## src/rtl/trigger_capture.sv

```systemverilog
// Trigger-and-capture block: waits for a ch6..ch8 pattern or a ch8 falling edge,
// records DEPTH samples of {ch3, ch4}, then replays them over a valid/ready port.
module trigger_capture #(
    parameter int         DEPTH        = 9,
    parameter logic [2:0] PATTERN      = 3'b101,
    parameter int         EDGE_HOLDOFF = 1
) (
    input  logic       clk,
    input  logic       rst,
    input  logic       arm,
    input  logic       mode,
    input  logic [2:0] trig_in,
    input  logic [1:0] data_in,
    output logic       rd_valid,
    output logic [1:0] rd_data,
    output logic       rd_last,
    input  logic       rd_ready,
    output logic       busy,
    output logic       led_r,
    output logic       led_g,
    output logic       led_b
);

    localparam int              PW        = $clog2(DEPTH + 1);
    localparam logic [PW-1:0]   LAST_IDX  = PW'(DEPTH - 1);
    localparam logic [3:0]      HOLD_LAST = 4'(EDGE_HOLDOFF - 1);

    typedef enum logic [2:0] {
        S_IDLE,
        S_ARMED,
        S_HOLDOFF,
        S_CAPTURE,
        S_DONE
    } state_t;

    state_t          r_state;
    state_t          w_nextState;
    logic            r_modeQ;
    logic            r_trigPrev;
    logic [PW-1:0]   r_wrPtr;
    logic [PW-1:0]   r_rdPtr;
    logic [3:0]      r_holdCnt;
    logic [1:0]      r_buf [DEPTH];
    logic            r_rdValid;
    logic [1:0]      r_rdData;
    logic            r_rdLast;
    logic            r_ledR;
    logic            r_ledG;
    logic            r_ledB;

    logic            w_trigger;
    logic            w_armAccept;
    logic            w_rdXfer;
    logic [PW-1:0]   w_rdNext;

    assign w_trigger   = r_modeQ ? (r_trigPrev & ~trig_in[0]) : (trig_in == PATTERN);
    assign w_armAccept = arm && ((r_state == S_IDLE) || (r_state == S_DONE));
    assign w_rdXfer    = (r_state == S_DONE) && r_rdValid && rd_ready;
    assign w_rdNext    = r_rdPtr + 1'b1;

    always_ff @(posedge clk) begin
        if (rst) begin
            r_state <= S_IDLE;
        end else begin
            r_state <= w_nextState;
        end
    end

    // arm in DONE outranks a same-cycle read transfer.
    always_comb begin
        w_nextState = r_state;
        case (r_state)
            S_IDLE: begin
                if (arm) w_nextState = S_ARMED;
            end
            S_ARMED: begin
                if (w_trigger) begin
                    if (r_modeQ && (EDGE_HOLDOFF != 0)) w_nextState = S_HOLDOFF;
                    else                                w_nextState = S_CAPTURE;
                end
            end
            S_HOLDOFF: begin
                if (r_holdCnt == HOLD_LAST) w_nextState = S_CAPTURE;
            end
            S_CAPTURE: begin
                if (r_wrPtr == LAST_IDX) w_nextState = S_DONE;
            end
            S_DONE: begin
                if (arm)                       w_nextState = S_ARMED;
                else if (w_rdXfer && r_rdLast) w_nextState = S_IDLE;
            end
            default: w_nextState = S_IDLE;
        endcase
    end

    always_ff @(posedge clk) begin
        if (r_state == S_CAPTURE) begin
            r_buf[r_wrPtr] <= data_in;
        end
    end

    always_ff @(posedge clk) begin
        if (rst) begin
            r_modeQ    <= 1'b0;
            r_trigPrev <= 1'b0;
            r_wrPtr    <= '0;
            r_rdPtr    <= '0;
            r_holdCnt  <= '0;
            r_rdValid  <= 1'b0;
            r_rdData   <= '0;
            r_rdLast   <= 1'b0;
            r_ledR     <= 1'b0;
            r_ledG     <= 1'b0;
            r_ledB     <= 1'b0;
        end else begin
            r_ledR <= (w_nextState == S_ARMED);
            r_ledB <= (w_nextState == S_HOLDOFF) || (w_nextState == S_CAPTURE);
            r_ledG <= (w_nextState == S_DONE);
            if (w_armAccept) begin
                r_modeQ    <= mode;
                r_trigPrev <= trig_in[0];
                r_wrPtr    <= '0;
                r_rdPtr    <= '0;
                r_holdCnt  <= '0;
                r_rdValid  <= 1'b0;
                r_rdData   <= '0;
                r_rdLast   <= 1'b0;
            end else begin
                case (r_state)
                    S_ARMED: begin
                        r_trigPrev <= trig_in[0];
                        r_holdCnt  <= '0;
                    end
                    S_HOLDOFF: begin
                        r_holdCnt <= r_holdCnt + 1'b1;
                    end
                    S_CAPTURE: begin
                        r_wrPtr <= r_wrPtr + 1'b1;
                        // Entry 0 is still being written on this edge when DEPTH is 1.
                        if (r_wrPtr == LAST_IDX) begin
                            r_rdPtr   <= '0;
                            r_rdValid <= 1'b1;
                            r_rdData  <= (DEPTH == 1) ? data_in : r_buf[0];
                            r_rdLast  <= (DEPTH == 1);
                        end
                    end
                    S_DONE: begin
                        if (w_rdXfer) begin
                            if (r_rdLast) begin
                                r_rdValid <= 1'b0;
                                r_rdLast  <= 1'b0;
                                r_rdData  <= '0;
                            end else begin
                                r_rdPtr  <= w_rdNext;
                                r_rdData <= r_buf[w_rdNext];
                                r_rdLast <= (w_rdNext == LAST_IDX);
                            end
                        end
                    end
                    default: ;
                endcase
            end
        end
    end

    assign rd_valid = r_rdValid;
    assign rd_data  = r_rdData;
    assign rd_last  = r_rdLast;
    assign busy     = (r_state != S_IDLE);
    assign led_r    = r_ledR;
    assign led_g    = r_ledG;
    assign led_b    = r_ledB;

endmodule

```

## config.mk

```make
export PLATFORM = sky130hd
export DESIGN_NAME = trigger_capture
export DESIGN_NICKNAME = d
export VERILOG_FILES = /design/src/rtl/trigger_capture.sv
export SDC_FILE = /design/constraint.sdc
export NUM_CORES = 1
export LEC_CHECK = 0
export CAP_MARGIN = 20
export CORE_ASPECT_RATIO = 0.8
export CORE_MARGIN = 3
export CORE_UTILIZATION = 44
export DETAILED_ROUTE_END_ITERATION = 16
export PLACE_DENSITY = 0.72
export SKIP_CTS_REPAIR_TIMING = 1
export SYNTH_ARGS = -nofsm -noshare
export SYNTH_HDL_FRONTEND = slang
export SYNTH_SLANG_ARGS = --single-unit
```

## constraint.sdc

```tcl
create_clock -name clk -period 5.1 [get_ports clk]
set_input_delay 0.765 -clock clk [delete_from_list [all_inputs] [get_ports clk]]
set_output_delay 0.765 -clock clk [all_outputs]
set_load 0.02 [all_outputs]
```

==> results.json, run 1 <==
{
  "grt_overflow": 0,
  "clock_skew_ns": 0.005122,
  "clock_path_buffers": 2,
  "drtPass1Iterations": 5,
  "ir_drop_mv": 0.1521,
  "synth_area_leaders": "edfxtp_1, dfxtp_1, mux4_2, ha_1, a21oi_1",
  "critPathTopFamily": "buffers and inverters",
  "placed_area_mm2": 0.002210,
  "fmax_mhz": 379.1,
  "postSynthCellCount": 193,
  "track_usage_pct": 15.13,
  "grt_max_degree": 19,
  "diodes": 0,
  "seq_power_share_pct": 55.6,
  "pwr-share-comb_pct": 5.1,
  "gp_congestion": 0.7843,
  "ys_top_cells_by_count": "dfxtp_1, edfxtp_1, nand2_1, nor2_1, a21oi_1",
  "path_class": "reg -> out",
  "slowest_delay_ns": 0.70,
  "netlist.area_leader.share_pct": 27.02,
  "status": "completed",
  "max_cap_viol_count": 0,
  "die_y_um": 66.31,
  "io_buffer_count": 17,
  "synth_edf_count": 18,
  "path_buf_inv": 2,
  "async_flop_share_pct": 0,
  "grt_pass1_wl_um": 6175,
  "crit_arrival_ns": 1.87,
  "clk_pin_slew_ns": 0.08,
  "ios": 18,
  "nNetsFinal": 227,
  "clock_latency_ns": 0.29,
  "finalHoldViolCount": 0,
  "fin_area_mm2": 0.002316,
  "p_int_mw": 0.5153,
  "antenna_left": 0,
  "synth_flop_cell": "dfxtp_1",
  "drt_iter0_drc": 122,
  "dp_hpwl_um": 2660,
  "netlist.top_cell.by_area": "edfxtp_1",
  "synth_area_per_cell_um2": 10.37,
  "cts_root_buf": "clkbuf_8",
  "h-tree-depth": 2,
  "synthesis.nets": 211,
  "crit_fanout": 18,
  "wl_um": 3602,
  "grt_pass1_vias": 1263,
  "routedWlPerCell_um": 13.49,
  "rsz0062_at_grt": "no",
  "start_kind": "register",
  "via_per_inst": 5.236,
  "power_density_mw_per_mm2": 278.5,
  "leakage_nw": 0.8293,
  "end_kind": "output port",
  "slew_headroom_pct": 57.54,
  "drcViolationCount": 0,
  "syn_area_mm2": 0.002001,
  "worst_ep_required_time_ns": 4.34,
  "hold_ws_ns": 0.5037,
  "cts_buffers": 5,
  "ys_types": 39,
  "synth.most_common_cell": "dfxtp_1",
  "core_mm2": 0.004283,
  "slew_viol_final": 0,
  "finalCriticalPeriod_ns": 2.638,
  "dieArea_mm2": 0.005397,
  "swShare_pct": 20.11,
  "ys_ff_latch": 42,
  "p_switching_mw": 0.1297,
  "min_path_type": "reg -> reg",
  "yosys_warnings": 0,
  "worst_pin_slew_ns": 0.6369,
  "post-route-period-util_pct": 51.72,
  "ys_seq_area_share_pct": 51.03,
  "clockPowerShare_pct": 39.3,
  "die_w_um": 81.39,
  "vias": 1398,
  "area_growth_pct": 15.76,
  "cpMaxStageDelayCell": "dfxtp_1",
  "cts_tree": "yes",
  "setup-tns-final_ns": 0,
  "clock_sinks": 42,
  "setup_viol_count_final": 0,
  "start_util_pct": 46.71,
  "antenna_found_initial": 0,
  "crit_chain": "inv_1, nand2_1, clkdlybuf4s50_1",
  "num_rows": 21,
  "layout-drive-gt1-share_pct": 7.143
}
path summary, 6_finish.rpt:
| check | start | endpoint | slack (ns) | cells past startpoint |
|---|---|---|---|---|
| worst max-delay path | r_state[1] | busy | 2.46 | 3 |
| worst min-delay path | r_rdPtr[2] | r_rdPtr[2] | 0.50 | 2 |
| worst max register to register | r_state[1] | rd_data[1] | 2.89 | 5 |
| worst min register to register | r_rdPtr[2] | r_rdPtr[2] | 0.50 | 2 |
sequential cells by signal, indices dropped and copies added (netlist names):
| signal | count |
|---|---|
| r_holdCnt | 4 |
| led_g | 1 |
| r_modeQ | 1 |
| rd_last | 1 |
| r_trigPrev | 1 |
| led_r | 1 |
| r_buf | 18 |
| led_b | 1 |
| r_wrPtr | 4 |
| rd_valid | 1 |
| rd_data | 2 |
| r_rdPtr | 4 |
| r_state | 3 |
power by group through the flow:
stage	Clock [mW]	Sequential, mW	Combinational (mW)
floorplan	0	0.364	0.0182
global placement	0	0.366	0.0326
detailed placement	0	0.366	0.0330
CTS	0.259	0.358	0.0331
global route	0.274	0.359	0.0364
finish	0.253	0.359	0.0331
tightest hold or removal path, cell delays in order, from the launching register on:
cell and delay, ns:
dfxtp_1 0.35, nand2_1 0.06, a21oi_1 0.05
cell usage in the layout, fill, tap and decap left out, types with 2 or more instances in the layout:
cell	Yosys	layout
mux4_2	5	5
and3b_1	3	3
nor2b_1	4	4
nand3_1	4	4
inv_1	6	6
and2_1	10	10
a21oi_1	15	15
a31o_1	2	2
nand2_1	18	18
o22ai_1	2	2
o21ai_0	9	9
nor3_1	3	3
dfxtp_1	24	24
or4_1	2	2
mux2i_1	3	3
clkdlybuf4s50_1	0	17
ha_1	8	8
nor2_1	18	18
nand3b_1	4	4
edfxtp_1	18	18
xor2_1	4	4
nand2b_1	4	4
clkbuf_1	5	2
nor3b_1	3	3
nand4_1	3	3
clkbuf_8	0	5
kinds of logic after synthesis:
kind of cell | synth area share (%)
xor+xnor | 2.189
simple gates | 22.26
buf+inv | 3.001
compound gates | 9.381
mux | 7.130
flops | 51.03
fa+ha+maj | 5.003
stage by stage:
| stage | setup slack, ns | std cells | total power [mW] | utilization (%) |
|---|---|---|---|---|
| floorplan | 3.260 | 193 | 0.3822 | - |
| finish | 2.462 | 267 | 0.6450 | 54.08 |
| global route | 2.328 | 267 | 0.6692 | 54.08 |
| CTS | 2.459 | 267 | 0.6502 | 54.08 |
| detailed placement | 2.454 | 259 | 0.3991 | 51.59 |
| global placement | 2.511 | 259 | 0.3987 | 51.59 |
cell type report:
type,instances,area [µm²]
multi-input cells,136,919.6
inverters,7,27.53
clock buffers,7,76.32
repair buffers,17,170.2
clock inverters,1,30.03
flip-flops and latches,42,1021
fillers,395,1967
well taps,57,71.32
layer usage:
metal | share of wire (%) | global-route usage [%]
met1 | 52 | 22.54
met2 | 43 | 20.83
met3 | 3.7 | 4.905
met4 | 0.86 | 3.797
met5 | 0 | 0
Note: power is estimated with default switching activity, not from simulation.
==> run 2, diff against run 1 <==
==> constraint.sdc (replaced) <==
create_clock -name clk -period 2.6 [get_ports clk]
set_input_delay 0.39 -clock clk [delete_from_list [all_inputs] [get_ports clk]]
set_output_delay 0.39 -clock clk [all_outputs]
set_load 0.02 [all_outputs]
==> run 2 against run 1 <==
  * Design area is 0.76% higher
  * Critical path depth unchanged
  * Combinational power is 110% higher
  * Sequential share of layout area shrank 0.33 points
  * Worst hold slack worse by 0.024 ns
  * Final cell count is 1.1% higher
  * Sequential power rose by 95%
  * Clock skew rose by 0.0039 ns
  * Power grew 90%
  * Sequential cell count unchanged
==> results.json, run 2 (synthesized netlist as in run 1, its figures left out) <==
{
  "power_density_mw_per_mm2": 524.1,
  "grt_pass1_wl_um": 6354,
  "max_cap_viol_count": 0,
  "cts_root_buf": "clkbuf_8",
  "final_cell_mix": "dfxtp_1, nor2_1, nand2_1, edfxtp_1, clkdlybuf4s50_1",
  "critPathTopFamily": "flip-flops",
  "layout-drive-gt1-share_pct": 8.451,
  "antenna_found_initial": 0,
  "area_growth_pct": 16.64,
  "wl_um": 3741,
  "ir_drop_mv": 0.2171,
  "antenna_left": 0,
  "fmax_mhz": 454.1,
  "crit_arrival_ns": 1.81,
  "finalHoldViolCount": 0,
  "track_usage_pct": 15.82,
  "clock_sinks": 42,
  "cts_tree": "yes",
  "finalCriticalPeriod_ns": 2.202,
  "mostFrequentLayoutCell": "dfxtp_1",
  "slowest_delay_ns": 0.67,
  "clock_skew_ns": 0.009022,
  "num_rows": 21,
  "crit_chain": "nor2_1, nand2_1, clkdlybuf4s50_1",
  "slew_headroom_pct": 63.20,
  "diodes": 0,
  "die_w_um": 81.39,
  "grt_overflow": 0,
  "cts_buffers": 5,
  "core_mm2": 0.004283,
  "vias": 1402,
  "via_per_inst": 5.193,
  "cpMaxStageDelayCell": "dfxtp_1",
  "drcViolationCount": 0,
  "end_kind": "output port",
  "gp_congestion": 0.7717,
  "rsz0062_at_grt": "no",
  "ios": 18,
  "drtPass1Iterations": 4,
  "grt_max_degree": 17,
  "min_path_type": "reg -> reg",
  "die_y_um": 66.31,
  "dp_hpwl_um": 2816,
  "status": "completed",
  "setup-tns-final_ns": 0,
  "leakage_nw": 0.8423,
  "clock_latency_ns": 0.29,
  "clk_pin_slew_ns": 0.08,
  "start_util_pct": 46.71,
  "routedWlPerCell_um": 13.86,
  "worst_pin_slew_ns": 0.5512,
  "crit_fanout": 15,
  "clock_path_buffers": 2,
  "drt_iter0_drc": 80,
  "dieArea_mm2": 0.005397,
  "io_buffer_count": 17,
  "worst_ep_required_time_ns": 2.21,
  "grt_pass1_vias": 1327,
  "largest_reg_flops": 18,
  "setup_viol_count_final": 0,
  "path_class": "reg -> out",
  "dp_worst_setup_slack_ns": 0.5814,
  "largest-register": "r_buf",
  "nNetsFinal": 230,
  "start_kind": "register",
  "h-tree-depth": 2,
  "slew_viol_final": 0,
  "post-route-period-util_pct": 84.69,
  "fin_ws_ns": 0.3980,
  "path_buf_inv": 1
}
==> run 2: changes by cell type in the layout (fill, tap and decap cells not counted), sizes merged <==
cell | previous run | this run
bufinv | 1 | 0
clkbuf | 7 | 8
buf | 0 | 3
==> run 2: metrics by stage <==
stage / utilization [%] / power, mW / instances / hold WS [ns] / area, µm²
after CTS: 54.48 / 1.238 / 270 / 0.4821 / 2333
final: 54.48 / 1.223 / 270 / 0.4799 / 2333
after floorplan: - / 0.7498 / 193 / 0.4392 / 2001
after global routing: 54.48 / 1.278 / 270 / 0.4982 / 2333
after detailed placement: 52.12 / 0.7862 / 262 / 0.4709 / 2232
after global placement: 52.12 / 0.7852 / 262 / 0.4681 / 2232
==> run 2: cell type report <==
class	instances	area, µm²
Fill cell	364	1949
Sequential cell	42	1021
Multi-Input combinational cell	136	919.6
Timing Repair Buffer	20	192.7
Clock buffer	8	101.3
Tap cell	57	71.32
Inverter	7	27.53
==> run 2: worst paths after layout <==
path | from | endpoint | slack, ns | cells past startpoint
setup / recovery | r_state[0] | busy | 0.40 | 3
hold / removal | r_trigPrev | r_trigPrev | 0.48 | 2
setup reg to reg | r_state[0] | rd_data[1] | 0.56 | 6
hold reg to reg | r_trigPrev | r_trigPrev | 0.48 | 2
==> run 2: power by group <==
part | switching, mW | internal [mW]
sequential | 0.00884 | 0.693
combinational | 0.0357 | 0.0341
clock | 0.203 | 0.248
total | 0.248 | 0.975
==> run 2: layer usage <==
layer	track usage (%)	vias to the layer above	routed length, µm
met3	4.632	5	128
li1	-	723	-
met4	6.118	0	45
met1	22.05	652	1878
met2	22.87	22	1689
met5	0	-	0
==> run 2: tightest hold or removal path: cells and delay by family, from the launching register on <==
family,cells,cell delay [ns]
flops,1,0.31
compound gates,2,0.13
==> patch 1: new RTL, settings of run 2 <==
Re-encode `state_t` (5 states) as one-hot, 5 bits wide.
--- a/src/rtl/trigger_capture.sv
+++ b/src/rtl/trigger_capture.sv
@@ -25,12 +25,12 @@
     localparam logic [PW-1:0]   LAST_IDX  = PW'(DEPTH - 1);
     localparam logic [3:0]      HOLD_LAST = 4'(EDGE_HOLDOFF - 1);
 
-    typedef enum logic [2:0] {
-        S_IDLE,
-        S_ARMED,
-        S_HOLDOFF,
-        S_CAPTURE,
-        S_DONE
+    typedef enum logic [4:0] {
+        S_IDLE    = 5'b00001,
+        S_ARMED   = 5'b00010,
+        S_HOLDOFF = 5'b00100,
+        S_CAPTURE = 5'b01000,
+        S_DONE    = 5'b10000
     } state_t;
 
     state_t          r_state;
Function: no difference found for any inputs over 10 cycles, from zero or initial values and one cycle with rst high; not proved beyond that.
==> patch 1 against run 2 <==
  * Sequential cell count grew 2
  * Global-route usage up 0.072 points
  * Count of clock-buffer cells in the layout decreased by 3
  * Core utilization shrank 0.71 points
  * Worst setup slack gained 40 ps
  * Cell area increased by 9.1%
  * Sequential share of layout area decreased by 2.1 points
  * Via count increased by 14%
  * Wire length rose by 14%
  * Synthesized area grew 11%
Power is not compared: it rests on default switching activity, and its combinational part moved more than twofold at a synthesized area within 25%.
==> patch 1: results (changes against run 2) <==
| Metric | Value |
|---|---|
| Run status | complete, no violations |
| FF+latch area | 1060 um^2 (+3.9%) |
| Number of ordinary and repair buffers in the finished layout | 19 (-5.0%) |
| Synth Net Count | 231 (+9.5%) |
| Detailed Route WL | 4260 um (+14%) |
| GRT Total Usage | 0.159 (+0.000723) |
| Minimum clock period after layout | 2160 ps (-40.2 ps) |
| Seq/Total Area, Yosys | 0.478 (-0.0320) |
| Antenna violations before repair | 0 (unchanged) |
| Clk sinks | 44 (+4.8%) |
| Headroom to the max-slew limit | 0.627 (-0.00528) |
| Fraction of final layout cells with drive strength greater than 1 | 0.0991 (+0.0146) |
| Iter 0 DRT Violations | 88 (+10%) |
| Fillcell total | 419 (+15%) |
| Multi-input combinational cell count | 157 (+15%) |
| Largest fanout of any net on the critical path | 9 (-6) |
| Unique cell type count in the Yosys netlist | 51 (+31%) |
| Final weighted congestion in routability-driven placement | 0.862 (+12%) |
| Inverter count of the layout excluding clock inverters | 4 (-3) |
| Area taken by multi-input logic gates | 1100 um^2 (+19%) |
| Highest routing layer actually used | met4 |
| Wire length of the first global-routing pass | 7530 um (+19%) |
| Detailed placement HPWL | 3190 um (+13%) |
| Routed met1 length | 2200 um (+17%) |
| Detailed route wirelength on metal3 | 197 um (+54%) |
| Routed wl met2 | 1800 um (+6.7%) |
| Maximum clock skew at final layout | 6.10 ps (-2.93 ps) |
| Total of clock buffers placed in the layout | 5 (-3) |
| Top cells by area, synth | sky130_fd_sc_hd__edfxtp_1, sky130_fd_sc_hd__dfxtp_1, sky130_fd_sc_hd__nor2_1, sky130_fd_sc_hd__ha_1, sky130_fd_sc_hd__mux4_2 |
| Via count of the first global-routing pass | 1556 (+17%) |
[patch 1: path summary, 6_finish.rpt]
kind	depth (start not counted)	end	start	slack, ps
max	3	r_buf[3][1]$_DFFE_PP_	r_state[4]$_SDFF_PP0_	440
min	2	r_trigPrev$_SDFFE_PP0P_	r_trigPrev$_SDFFE_PP0P_	460
max reg2reg	3	r_buf[3][1]$_DFFE_PP_	r_state[4]$_SDFF_PP0_	440
min reg2reg	2	r_trigPrev$_SDFFE_PP0P_	r_trigPrev$_SDFFE_PP0P_	460
[patch 1: cell families (layout without fill, tap and decap cells)]
family	count (synthesis)	count (layout)	synth area share
and+or+nand+nor	92	92	0.237
DFF	44	44	0.478
AOI/OAI and AO/OA	41	41	0.122
buffers and inverters	12	31	0.0265
adders and majority gates	8	8	0.0451
xor gates and xnor gates	8	8	0.0316
muxes	8	8	0.0587
[patch 1: metal layers]
metal	vias up	track usage
li1	814	-
met1	747	0.241
met2	34	0.217
met3	7	0.0416
met4	0	0.0527
met5	-	0
[patch 1: critical path: stages, from the launching register on]
cell and delay, ps:
sky130_fd_sc_hd__dfxtp_1 370, sky130_fd_sc_hd__or3_1 490, sky130_fd_sc_hd__or2_0 420, sky130_fd_sc_hd__nor4b_1 520
[patch 1: report_power, final]
part           total, W  internal, W  switching [W]
Combinational  0.000318     0.000147       0.000170
Clock          0.000521     0.000285       0.000236
Sequential     0.000775     0.000745      0.0000307
[patch 1: metrics by stage]
stage          worst slack (ps)  utilization  cell area (um^2)  hold slack (ps)  cells
2_1_floorplan               619            -              2220              421    213
3_3_place_gp                521        0.514              2430              447    284
3_5_place_dp                438        0.514              2430              452    284
4_1_cts                     412        0.538              2550              464    292
5_1_grt                     257        0.538              2550              503    292
6_report                    438        0.538              2550              461    292
==> patch 2: new RTL, settings of run 2 <==
Made on the original files. `DEPTH`: 9 -> 10.
--- a/src/rtl/trigger_capture.sv
+++ b/src/rtl/trigger_capture.sv
@@ -1,7 +1,7 @@
 // Trigger-and-capture block: waits for a ch6..ch8 pattern or a ch8 falling edge,
 // records DEPTH samples of {ch3, ch4}, then replays them over a valid/ready port.
 module trigger_capture #(
-    parameter int         DEPTH        = 9,
+    parameter int         DEPTH        = 10,
     parameter logic [2:0] PATTERN      = 3'b101,
     parameter int         EDGE_HOLDOFF = 1
 ) (
Formal check against the unedited RTL: same outputs for any inputs over 10 cycles, from zero or initial values and one cycle with rst high; that may be too few to reach the edited logic, so the function may still have changed.
==> patch 2 against run 2 <==
  * Core utilization rose by 1.2 points
  * Total power rose by 11%
  * Wire length rose by 8.8%
  * Cell area rose by 5.3%
  * Synthesized area rose by 6.6%
  * Die area rose by 6.0%
  * Worst setup slack improved by 100 ps
  * Sequential cell count rose by 2
  * Clock skew rose by 1.1 ps
  * Critical path type unchanged
==> patch 2: results (changes against run 2) <==
| Metric | Value |
|---|---|
| Grt met3 use | 0.0397 (-0.00661) |
| Maximum clock skew at final layout | 10.1 ps (+1.10 ps) |
| Inverter count of the layout excluding clock inverters | 11 (+4) |
| Pre-CTS setup slack | 523 ps (-58.8 ps) |
| Run status | complete, no violations |
| Peak VDD IR | 0.000349 V (+61%) |
| GR Layer Usage met1 | 0.217 (-0.00397) |
| Switching Share | 0.215 (+0.0124) |
| Grt met2 use | 0.229 (+0.000508) |
| Detailed placement HPWL | 2980 um (+5.7%) |
| Final weighted congestion in routability-driven placement | 0.824 (+6.8%) |
| Routed met1 length | 2020 um (+7.6%) |
| Wire length of the first global-routing pass | 6790 um (+6.8%) |
| Post-synthesis xor/xnor area fraction | 0.0164 (-0.00546) |
| Synth Net Count | 217 (+2.8%) |
| Fillcell total | 382 (+4.9%) |
| Routed wl met2 | 1780 um (+5.6%) |
| Unique cell type count in the Yosys netlist | 44 (+13%) |
| Total of clock buffers placed in the layout | 5 (-3) |
| Sequential cell area share | 0.440 (+0.00261) |
| Total placed instance area | 2340 um^2 (+5.0%) |
| Fraction of final layout cells with drive strength greater than 1 | 0.0922 (+0.00766) |
| Post-layout nets | 234 (+1.7%) |
| Arr. time, crit path | 1710 ps (-100 ps) |
| Finished Layout Cells | 274 (+1.5%) |
| Largest fanout of any net on the critical path | 17 (+2) |
| ClkCell Share | 0.0453 (+0.00191) |
-- patch 2: final timing paths --
kind	startpoint	endpoint	slack [ps]	cells after the start
worst min register to register	r_holdCnt[3]$_SDFFE_PP0P_	r_holdCnt[3]$_SDFFE_PP0P_	520	2
worst max-delay path	r_state[0]$_SDFF_PP0_	busy	500	2
worst max register to register	r_state[2]$_SDFF_PP0_	rd_data[1]$_SDFFE_PP0P_	500	4
worst min-delay path	r_holdCnt[3]$_SDFFE_PP0P_	r_holdCnt[3]$_SDFFE_PP0P_	520	2
-- patch 2: power by group through the flow --
stage	combinational, W	sequential, W	clock [W]
floorplan	0.0000510	0.000758	0
global placement	0.0000888	0.000761	0
detailed placement	0.0000886	0.000761	0
CTS	0.0000889	0.000745	0.000529
global route	0.0000973	0.000748	0.000555
finish	0.0000881	0.000746	0.000518
-- patch 2: critical path, cell delays in order (launching register included) --
cell	delay (ps)
sky130_fd_sc_hd__dfxtp_1	460
sky130_fd_sc_hd__or3_1	410
sky130_fd_sc_hd__clkdlybuf4s50_1	540
